File: config.mk
export PLATFORM = sky130hd
export DESIGN_NAME = seg_updown_counter_display
export DESIGN_NICKNAME = d
export VERILOG_FILES = /design/src/rtl/seg_updown_counter_display.sv
export SDC_FILE = /design/constraint.sdc
export NUM_CORES = 1
export LEC_CHECK = 0
export CORE_ASPECT_RATIO = 0.7
export CORE_MARGIN = 2
export CORE_UTILIZATION = 61
export DETAILED_ROUTE_END_ITERATION = 8
export PLACE_DENSITY = 0.86
export REMOVE_ABC_BUFFERS = 1
export SLEW_MARGIN = 20
export SYNTH_ARGS = -nofsm -noshare
export SYNTH_HDL_FRONTEND = slang
export SYNTH_SLANG_ARGS = --single-unit
File: constraint.sdc
create_clock -name clk_100MHz -period 7.2 [get_ports clk_100MHz]
set_input_delay 0.72 -clock clk_100MHz [delete_from_list [all_inputs] [get_ports clk_100MHz]]
set_output_delay 0.72 -clock clk_100MHz [all_outputs]
set_load 0.01 [all_outputs]
File: src/rtl/seg_updown_counter_display.sv
// BCD up/down counter with run-control FSM, count-tick divider and multiplexed
// seven-segment scan for DIGITS digits.
module seg_updown_counter_display #(
    parameter int DIGITS         = 4,
    parameter int CLK_HZ         = 100000000,
    parameter int COUNT_HZ       = 1,
    parameter int SCAN_HZ        = 1000,
    parameter bit BLANK_LZ       = 1'b0,
    parameter bit SEG_ACTIVE_LOW = 1'b1,
    parameter bit AN_ACTIVE_LOW  = 1'b1
) (
    input  logic                clk_100MHz,
    input  logic                reset_n,
    input  logic                start,
    input  logic                progressive,
    input  logic                regressive,
    input  logic                hold,
    input  logic [4*DIGITS-1:0] target,
    output logic [4*DIGITS-1:0] count_bcd,
    output logic [6:0]          seg,
    output logic                dp,
    output logic [DIGITS-1:0]   an,
    output logic                running,
    output logic                finish
);
    localparam int CNT_W     = 4 * DIGITS;
    localparam int TICK_TERM = CLK_HZ / COUNT_HZ - 1;
    localparam int SCAN_TERM = CLK_HZ / SCAN_HZ - 1;
    localparam int TICK_W    = (TICK_TERM < 1) ? 1 : $clog2(TICK_TERM + 1);
    localparam int SCAN_W    = (SCAN_TERM < 1) ? 1 : $clog2(SCAN_TERM + 1);
    localparam int IDX_W     = (DIGITS < 2) ? 1 : $clog2(DIGITS);

    localparam logic [6:0]        SEG_XOR = {7{SEG_ACTIVE_LOW}};
    localparam logic [DIGITS-1:0] AN_XOR  = {DIGITS{AN_ACTIVE_LOW}};

    typedef enum logic [1:0] {IDLE, RUN_UP, RUN_DOWN, DONE} state_t;

    function automatic logic [CNT_W-1:0] clamp_bcd(input logic [CNT_W-1:0] v);
        logic [CNT_W-1:0] r;
        r = v;
        for (int i = 0; i < DIGITS; i++)
            if (v[4*i +: 4] > 4'd9) r[4*i +: 4] = 4'd9;
        return r;
    endfunction

    function automatic logic [CNT_W-1:0] bcd_inc(input logic [CNT_W-1:0] v);
        logic [CNT_W-1:0] r;
        logic             carry;
        r     = v;
        carry = 1'b1;
        for (int i = 0; i < DIGITS; i++) begin
            if (carry) begin
                if (v[4*i +: 4] == 4'd9) begin
                    r[4*i +: 4] = 4'd0;
                end else begin
                    r[4*i +: 4] = v[4*i +: 4] + 4'd1;
                    carry       = 1'b0;
                end
            end
        end
        return r;
    endfunction

    function automatic logic [CNT_W-1:0] bcd_dec(input logic [CNT_W-1:0] v);
        logic [CNT_W-1:0] r;
        logic             borrow;
        r      = v;
        borrow = 1'b1;
        for (int i = 0; i < DIGITS; i++) begin
            if (borrow) begin
                if (v[4*i +: 4] == 4'd0) begin
                    r[4*i +: 4] = 4'd9;
                end else begin
                    r[4*i +: 4] = v[4*i +: 4] - 4'd1;
                    borrow      = 1'b0;
                end
            end
        end
        return r;
    endfunction

    // Active-high {g,f,e,d,c,b,a}; polarity is applied at the output register.
    function automatic logic [6:0] seg_decode(input logic [3:0] d);
        logic [6:0] s;
        case (d)
            4'd0:    s = 7'h3F;
            4'd1:    s = 7'h06;
            4'd2:    s = 7'h5B;
            4'd3:    s = 7'h4F;
            4'd4:    s = 7'h66;
            4'd5:    s = 7'h6D;
            4'd6:    s = 7'h7D;
            4'd7:    s = 7'h07;
            4'd8:    s = 7'h7F;
            4'd9:    s = 7'h6F;
            default: s = 7'h00;
        endcase
        return s;
    endfunction

    state_t            state, state_next;
    logic [CNT_W-1:0]  lim;
    logic [CNT_W-1:0]  count_step;
    logic [TICK_W-1:0] tick_div;
    logic              valid_start;
    logic              counting;
    logic              tick;

    assign valid_start = start & (progressive ^ regressive);
    assign counting    = (state == RUN_UP) || (state == RUN_DOWN);
    assign tick        = counting && !hold && (tick_div == TICK_W'(TICK_TERM));
    assign count_step  = (state == RUN_UP) ? bcd_inc(count_bcd) : bcd_dec(count_bcd);

    always_ff @(posedge clk_100MHz or negedge reset_n) begin
        if (!reset_n) state <= IDLE;
        else          state <= state_next;
    end

    // A valid start overrides everything, including a tick landing on the same edge.
    always_comb begin
        state_next = state;
        case (state)
            RUN_UP, RUN_DOWN: begin
                if (count_bcd == lim)
                    state_next = DONE;
                else if (tick && (count_step == lim))
                    state_next = DONE;
            end
            default: state_next = state;
        endcase
        if (valid_start)
            state_next = progressive ? RUN_UP : RUN_DOWN;
    end

    always_ff @(posedge clk_100MHz or negedge reset_n) begin
        if (!reset_n) begin
            count_bcd <= '0;
            lim       <= '0;
            tick_div  <= '0;
            running   <= 1'b0;
            finish    <= 1'b0;
        end else begin
            running <= (state_next == RUN_UP) || (state_next == RUN_DOWN);
            finish  <= (state_next == DONE);
            if (valid_start) begin
                tick_div <= '0;
                if (progressive) begin
                    count_bcd <= '0;
                    lim       <= clamp_bcd(target);
                end else begin
                    count_bcd <= clamp_bcd(target);
                    lim       <= '0;
                end
            end else if (counting && !hold) begin
                if (tick) begin
                    tick_div <= '0;
                    if (count_bcd != lim) count_bcd <= count_step;
                end else begin
                    tick_div <= tick_div + TICK_W'(1);
                end
            end
        end
    end

    logic [SCAN_W-1:0] scan_div;
    logic [IDX_W-1:0]  idx;
    logic [3:0]        cur_digit;
    logic [DIGITS-1:0] an_onehot;
    logic [DIGITS-1:0] blank_mask;
    logic              lz_run;
    logic              blank_sel;
    logic [6:0]        seg_raw;
    logic [6:0]        seg_p1;
    logic [DIGITS-1:0] an_p1;
    logic              dp_p1;

    always_comb begin
        cur_digit = 4'd0;
        an_onehot = '0;
        for (int i = 0; i < DIGITS; i++) begin
            if (idx == IDX_W'(i)) begin
                cur_digit    = count_bcd[4*i +: 4];
                an_onehot[i] = 1'b1;
            end
        end
    end

    // A digit is a leading zero when it and every digit above it are zero.
    always_comb begin
        blank_mask = '0;
        lz_run     = 1'b1;
        for (int i = DIGITS - 1; i > 0; i--) begin
            lz_run        = lz_run & (count_bcd[4*i +: 4] == 4'd0);
            blank_mask[i] = lz_run;
        end
    end

    assign blank_sel = BLANK_LZ && (|(blank_mask & an_onehot));
    assign seg_raw   = blank_sel ? 7'h00 : seg_decode(cur_digit);

    // Scan output stage: one register between index/digit select and the pins.
    always_ff @(posedge clk_100MHz or negedge reset_n) begin
        if (!reset_n) begin
            scan_div <= '0;
            idx      <= '0;
            seg_p1   <= SEG_XOR;
            an_p1    <= AN_XOR;
            dp_p1    <= SEG_ACTIVE_LOW;
        end else begin
            seg_p1 <= seg_raw ^ SEG_XOR;
            an_p1  <= an_onehot ^ AN_XOR;
            dp_p1  <= ((idx == '0) && running && hold) ^ SEG_ACTIVE_LOW;
            if (scan_div == SCAN_W'(SCAN_TERM)) begin
                scan_div <= '0;
                idx      <= (idx == IDX_W'(DIGITS - 1)) ? '0 : idx + IDX_W'(1);
            end else begin
                scan_div <= scan_div + SCAN_W'(1);
            end
        end
    end

    assign seg = seg_p1;
    assign an  = an_p1;
    assign dp  = dp_p1;

endmodule
==> summary by stage, run 1 <==
Clock network
The number of H-tree branching levels is 3. The quantity of hold-fixing buffers added after cts is 0. The later pin in the worst-skew pair is clocked with a latency of 0.35 ns. The clock edge transition at the registers on the reported setup and hold paths is 0.07 ns. The TritonCTS clock tree is yes. In this run the post-CTS setup repair buffer count came out at 0.

The longest clock path from root to sink contains 2 buffers. The clock net sink count is 94. The tree is rooted in a sky130_fd_sc_hd__clkbuf_16. The number of clock buffers inserted by TritonCTS is 9. The number of instances resized during post-cts repair is 0.

Status
The flow ran to the end, and the final reports show no timing, DRC or antenna violations.

Yosys
The fraction of post-synthesis cell area in the top cell type by area is 33.5%. The cell type with the highest aggregate area in the netlist is sky130_fd_sc_hd__dfrtp_1. The average instance area after synthesis is 8.81 um2. The leading register cell type out of synthesis is sky130_fd_sc_hd__dfrtp_1. The unique cell type count in the Yosys netlist is 72. The total of warnings raised by yosys is 0. In the synthesized netlist the async set-or-reset flop fraction comes to 100%. Synthesis produced 696 cells. Summing every instance area after synthesis gives 6130 um2. After synthesis, the cell types taking the most area are sky130_fd_sc_hd__dfrtp_1 33%, sky130_fd_sc_hd__ha_1 5.3%, sky130_fd_sc_hd__dfstp_2 5.1%. In the post-synthesis netlist, the cell with the most instances is sky130_fd_sc_hd__dfrtp_1.

The count of flip-flops with a built-in enable after synthesis is 0. In the synthesized netlist, the cells that appear most often are 82 x sky130_fd_sc_hd__dfrtp_1, 66 x sky130_fd_sc_hd__nand2_1, 61 x sky130_fd_sc_hd__nor2_1. For this run, the register share of the synthesized area comes to 38.6%. The number of synthesized register bits is 94.

Timing
The highest achievable clock rate is 253 MHz. Final hold analysis gives a worst-case slack of 0.319 ns. The final setup violation count is 0. The clock period could shrink to 3.95 ns. The max-slew violation count is 0. At the pin with the least slew margin, the transition time is 1.01 ns. Setup repair after global routing left no endpoint under its margin.

Adding up every negative setup slack in the final design gives 0 ns. Of the available clock period, the critical path in the final layout requires 54.8%. The relative max-transition margin is 32.5%. The count of final hold-check violations was 0. Clock skew on the completed layout was measured at 0.00537 ns. The setup slack of the critical path after layout is 3.25 ns.

Worst setup path
The data arrival time of the critical path is 4.18 ns. The startpoint type of the worst setup path is a register. In this run the worst path has a maximum fanout of 17. The endpoint required time on the critical path is 7.44 ns. The type of the worst setup path is reg2reg. The worst setup path is captured at a register.

Global route
The final global-route overflow total is 0. The first global-routing pass estimated 26700 um of wire. The largest net degree at the start of global routing is 58. The number of antenna violations at the first check in global routing is 0. The total global-route track usage is 31.7%. The number of global-route vias before repair was 5221.

Route
The via density per instance is 6.57. The remaining antenna violation count after routing is 0. The iteration count of the initial detailed-routing pass is 5.

The via count is 5681. After the first detailed-routing iteration, the DRC count stood at 689. The number of DRC violations after detailed routing is 0. The detailed-route wire length per cell is 19.2 um. The total detailed-routing wirelength is 16600 um.

Flow run
The tool flagged a number of max-cap violations equal to 0.

Power
The static power due to leakage is 2.97 nW. For this design the ratio of total power to cell area is 292 nW/um2. The overall power is 2.05 mW. IR analysis of the VDD net gives a maximum drop of 0.000133 V.

Placed design
Summing all placed instances gives a cell area of 6710 um2. The half-perimeter wire length after placement is 12100 um. The number of placed instances, taps included, is 849. At the end of routability-driven placement, the weighted congestion stood at 1.02. The count of buffers from port buffering is 51. The post-placement setup slack is 3.32 ns.

Floorplanning
The floorplan step defined a die boundary enclosing 10900 um2. The row count is 30. From left edge to right edge, the die measures 124 um. The core region is 9720 um2.

The initial core utilization is 63.1%. For this design the top-level I/O count stands at 52. Measured along the y axis, the die boundary spans 87.9 um.

Final layout
The number of fill cells in the layout is 735. The flip-flop and latch area is 2370 um2. In the final layout, the multi-input gates occupy 3490 um2.

The layout net count is 780. After routing the design area is 7010 um2. Of the cells placed in the final design, the portion with a size suffix greater than 1 is 7.06%. The repair_antennas step left the layout with diodes totalling 0.

The layout-stage area growth over the synthesis result is 14.3%. After the flow finishes, the layout carries non-filler instances totaling 865. Cells fill 72.1% of the core in the end.

Min path
The path class of the tightest hold or removal check is in2async.
cells in the final DEF, fill, tap and decap left out, drive strengths merged, types with 6 or more instances in the layout:
master | synthesis | layout
a22o | 7 | 7
clkbuf | 25 | 9
nor4 | 11 | 11
or3 | 6 | 6
and3 | 17 | 17
nand3 | 34 | 34
nand3b | 6 | 6
nor2 | 61 | 61
xnor2 | 32 | 32
nand4b | 10 | 10
clkdlybuf4s50 | 0 | 50
dfstp | 12 | 12
nand2 | 66 | 66
a21oi | 39 | 39
and2 | 6 | 6
o21ai | 31 | 31
buf | 7 | 7
ha | 26 | 26
dfrtp | 82 | 82
a211oi | 11 | 11
inv | 35 | 39
a311oi | 8 | 8
nor3 | 15 | 15
nor2b | 10 | 10
nand4 | 21 | 21
xor2 | 22 | 22
a31oi | 8 | 8
sequential cells by signal, indices dropped and copies added (netlist names), named ones only:
name / flops
an: 4
count_bcd: 16
dp: 1
finish: 1
idx: 2
lim: 16
running: 1
scan_div: 17
seg: 7
state: 1
tick_div: 27
final timing paths:
| path | from | end | slack [ns] | cells after the start |
|---|---|---|---|---|
| max reg2reg | register | running | 3.25 | 11 |
| max in group asynchronous | reset_n | idx[1] | 5.79 | 2 |
| max | register | running | 3.25 | 11 |
| min reg2reg | running | dp | 0.46 | 1 |
| min in group clk_100MHz | running | dp | 0.46 | 1 |
| min | reset_n | tick_div[18] | 0.32 | 1 |
layer usage:
metal  global-route usage (%)  vias up  share of wire [%]
met5                        0        -                  0
met4                     9.30        0                1.8
met3                     8.20       31                 10
met2                     45.2      316                 43
met1                     47.5     2740                 45
li1                         -     2594                  -
cell families after synthesis:
family,Yosys count,synth area share [%]
AND/OR/NAND/NOR,302,26.9
buffers and inverters,67,4.41
flip-flops,94,38.6
AO/OA/AOI/OAI,147,16.0
adder cells (fa/ha/maj),26,5.31
XOR/XNOR,54,7.71
multiplexers,6,1.06
critical path, cell delays in order, from the launching register on:
cell	delay (ns)
sky130_fd_sc_hd__dfrtp_1	0.35
sky130_fd_sc_hd__inv_1	0.07
sky130_fd_sc_hd__ha_1	0.42
sky130_fd_sc_hd__or4b_4	0.65
sky130_fd_sc_hd__or4_1	0.49
sky130_fd_sc_hd__o311ai_1	0.14
sky130_fd_sc_hd__xor2_1	0.11
sky130_fd_sc_hd__or4_1	0.53
sky130_fd_sc_hd__nor4_1	0.32
sky130_fd_sc_hd__a2111oi_1	0.19
sky130_fd_sc_hd__a311oi_1	0.27
sky130_fd_sc_hd__ha_1	0.28
power by group:
part	total (mW)	leakage (nW)	switching, mW	internal, mW
combinational	0.791	1.63	0.433	0.357
clock	0.499	0.149	0.224	0.275
sequential	0.758	1.20	0.140	0.618
total	2.05	2.97	0.798	1.25
area by class of cell:
| type | instances | area share, % |
|---|---|---|
| clock buffer | 9 | 3.21 |
| clock inverter | 7 | 1.14 |
| inverter | 35 | 1.87 |
| multi-input combinational | 535 | 49.8 |
| sequential | 94 | 33.8 |
| tap | 128 | 2.28 |
| timing repair buffer | 57 | 7.89 |
(Power assumes the default switching activity.)
==> run 2: changes to the inputs <==
--- a/config.mk
+++ b/config.mk
@@ -7,9 +7,9 @@
 export LEC_CHECK = 0
 export CORE_ASPECT_RATIO = 0.7
 export CORE_MARGIN = 2
-export CORE_UTILIZATION = 61
+export CORE_UTILIZATION = 53
 export DETAILED_ROUTE_END_ITERATION = 8
-export PLACE_DENSITY = 0.86
+export PLACE_DENSITY = 0.8
 export REMOVE_ABC_BUFFERS = 1
 export SLEW_MARGIN = 20
 export SYNTH_ARGS = -nofsm -noshare
==> constraint.sdc (replaced) <==
create_clock -name clk_100MHz -period 3.2 [get_ports clk_100MHz]
set_input_delay 0.32 -clock clk_100MHz [delete_from_list [all_inputs] [get_ports clk_100MHz]]
set_output_delay 0.32 -clock clk_100MHz [all_outputs]
set_load 0.01 [all_outputs]
==> run 2 against run 1 <==
The run now ends with negative setup slack left. Cell area is 14% higher. Non-clock buffer count is 87 higher. Sequential share of layout area is 4.2 points lower. Worst hold slack better by 0.15 ns. Wire length is 19% higher. First-iteration DRC count is 37% higher. Core utilization is 0.12 points lower. Critical path type unchanged. Largest power group unchanged.
==> summary by stage, run 2 (synthesis results as in run 1) <==
Status
The run finished, with violations left. The final reports fail on negative setup slack.

Power
In this run the static leakage power is 3.48 nW. The proportion of power drawn by flip-flops and latches is 28.2%. The proportion of power drawn by combinational gates is 50.8%.

In this run the power spent charging and discharging nets is 2.10 mW. The power density normalized to cell area is 683 nW/um2. VDD sags by at most 0.000361 V.

Cell internal power was estimated by the tool at 3.37 mW. Net switching is 38.3% of the power. The clock share of power is 21.0%.

Floorplanning
The initialized floorplan defines 32 standard-cell rows. The floorplan step set the die height to 94.0 um. The full die area is 12500 um2.

For this configuration, the core starts out at a cell density of 55.1%. The placeable core region is 11100 um2. 52 I/O pins were placed.

The floorplan step set the die width to 133 um.

Final layout
After routing the design area is 8010 um2. Of the cells placed in the final design, the portion with a size suffix greater than 1 is 20.6%. 0 antenna diodes ended up in the layout. The number of flip-flops in the largest register is 27. The area growth from synthesis to layout is 30.7%. The layout net count is 867. Leaving out fill and tap cells, the most frequent cells in the layout are 87 x sky130_fd_sc_hd__buf_4, 82 x sky130_fd_sc_hd__dfrtp_1, 65 x sky130_fd_sc_hd__nand2_1. Leaving out fill and tap cells, the most frequent cell in the layout is sky130_fd_sc_hd__buf_4. The largest registers in the layout are tick_div (27), scan_div (17). Counting flops per register, the top entry is tick_div. Once layout is complete, the utilization of the core stands at 72.0%.

The layout has 795 filler cells.

Global route
Summed over all layers, the global routing overflow is 0. The number of global-route vias before repair came to 5867. The total global-route track usage is 29.6%. Entering global routing, the biggest net connects 38 pins. The wire length of the first global-routing pass is 29200 um. The number of antenna violations at the first check in global routing is 0.

Route
The number of design-rule violations left by the first detailed-router iteration is 945. After detailed routing, the number of remaining DRC violations is 0. Once detail routing completed, the nets flagged for antenna violations numbered 0. Dividing the detail-routed wire length by the instance count gives 20.2 um.

After detailed routing, the total wire length is 19800 um. The detailed router placed 6298 vias in this run. The iteration count of the initial detailed-routing pass is 9. The via density per instance is 6.45.

Flow run
The tool flagged a number of max-cap violations equal to 0.

Timing
Setup slack on the critical path of the routed design comes to -0.318 ns. The count of final hold-check violations came to 0. The time the final worst path needs with I/O delays and setup is 3.52 ns. The transition time of the tightest slew-check pin is 0.690 ns. Clock skew on the completed layout was measured at 0.00838 ns. The relative max-transition margin is 53.8%. The highest achievable clock rate is 284 MHz.

Setup repair after global routing could not meet its margin everywhere. The post-route clock period utilization is 110%. The max-slew violation count is 0.

Setup violations remaining at the end of the flow were counted as 4. Summed over all failing endpoints, the final setup total negative slack is -0.897 ns.

Worst setup path
The endpoint required time on the critical path is 3.43 ns. In this run the critical register-to-register path is captured at running. The critical path's slowest cell is sky130_fd_sc_hd__or4b_4. For this run, the slowest stage of the critical path takes 0.63 ns. The cell type with the highest occurrence count on the critical path is sky130_fd_sc_hd__buf_4. On the critical path the largest part of the delay comes from simple AND/OR/NAND/NOR gates. Data on the critical path arrives at its endpoint at 3.75 ns. The critical-path maximum fanout is 12.

Walking the worst path, the cells encountered are buf_4 > buf_4 > nand3b_1 > or4b_4 > a32oi_1 > a21boi_2 > o2111ai_2 > nor4_4 > a2111oi_4 > nor3_2 > ha_1. The number of buffer and inverter stages on the critical path is 2. The beginning of the worst register-to-register path is count_bcd[2]. The worst register-to-register path has a setup slack of -0.32 ns. The type of the worst setup path is reg2reg. The worst setup path is launched from a register. For the worst flop-to-flop path, the logic depth is 11. The worst setup path is captured at a register.

Clock network
The deepest clock path buffer count is 2. The cell sitting at the root of the clock tree is a sky130_fd_sc_hd__clkbuf_16. The number of H-tree branching levels is 3. Clock tree synthesis inserted a total of 9 buffers. The clock latency of the later-clocked register in the worst-skew pair is 0.35 ns. The clock net sink count is 94. TritonCTS built the clock tree. The clock edge transition at the registers on the reported setup and hold paths is 0.07 ns.

Placed design
Once detailed placement completed, the half-perimeter wirelength came to 13000 um. Routability-driven placement finished with a final weighted congestion of 1.02. The placed instances occupy a cell area of 7210 um2. The count of buffers from port buffering is 51.

Min path
The path category of the worst min-delay check is in2async.
-- run 2: cell count changes in the layout (fill, tap and decap cells not counted), moves of 3 or more --
cell / change
sky130_fd_sc_hd__inv_6: -3
sky130_fd_sc_hd__ha_4: +4
sky130_fd_sc_hd__ha_1: -4
sky130_fd_sc_hd__nor3_1: -4
sky130_fd_sc_hd__inv_1: -3
sky130_fd_sc_hd__buf_4: +80
sky130_fd_sc_hd__buf_6: +4
sky130_fd_sc_hd__inv_2: +3
sky130_fd_sc_hd__nor4_1: -3
-- run 2: what timing repair did --
item                                   in CTS  in global routing
resized for setup                          28                 31
hold buffers                                1                  0
pin swaps                                  12                 15
endpoints found under the hold margin      35                  0
setup endpoints to repair                   4                 10
setup buffers                               9                 16
-- run 2: worst max path at each step --
stage                 startpoint  endpoint  cells past startpoint
floorplan           count_bcd[0]   running                     11
global placement        state[0]   running                     10
detailed placement      register   running                     13
CTS                     state[0]   running                     10
global route        count_bcd[0]   running                     14
finish              count_bcd[2]   running                     11
-- run 2: power by group through the flow --
| stage | clock [mW] | sequential (mW) | combinational [mW] |
|---|---|---|---|
| final | 1.15 | 1.54 | 2.78 |
| after global routing | 1.21 | 1.55 | 2.94 |
| after global placement | 0 | 1.53 | 2.24 |
| after CTS | 1.16 | 1.53 | 2.47 |
| after floorplan | 0 | 1.69 | 1.05 |
| after detailed placement | 0 | 1.54 | 2.29 |
-- run 2: layout make-up --
class,instances,area (um2),area share [%]
flip-flops and latches,94,2370,29.5
clock buffers,10,229,2.86
multi-input cells,535,3760,47.0
inverters,35,131,1.64
well taps,153,191,2.39
repair buffers,144,1240,15.5
clock inverters,6,86.3,1.08
-- run 2: through the flow --
stage	hold WS [ns]	cells	total power [mW]	setup WS, ns
final	0.473	977	5.47	-0.318
after global routing	0.517	977	5.70	-0.397
after CTS	0.476	961	5.16	-0.182
after global placement	0.306	935	3.77	-0.195
after detailed placement	0.308	935	3.83	-0.357
after floorplan	0.0244	664	2.74	-0.655
-- run 2: layer usage --
metal / wire length, um / GRT usage (%) / vias up
met2: 8720 / 43.9 / 470
met5: 0 / 0 / -
li1: - / - / 2777
met3: 2360 / 9.92 / 95
met4: 632 / 10.5 / 0
met1: 8050 / 40.4 / 2956
-- run 2: worst register-to-register path: stages, from the launching register on --
cell and delay (ns):
sky130_fd_sc_hd__dfrtp_1 0.42, sky130_fd_sc_hd__buf_4 0.17, sky130_fd_sc_hd__buf_4 0.17, sky130_fd_sc_hd__nand3b_1 0.33
sky130_fd_sc_hd__or4b_4 0.63, sky130_fd_sc_hd__a32oi_1 0.25, sky130_fd_sc_hd__a21boi_2 0.21, sky130_fd_sc_hd__o2111ai_2 0.15
sky130_fd_sc_hd__nor4_4 0.32, sky130_fd_sc_hd__a2111oi_4 0.15, sky130_fd_sc_hd__nor3_2 0.30, sky130_fd_sc_hd__ha_1 0.30
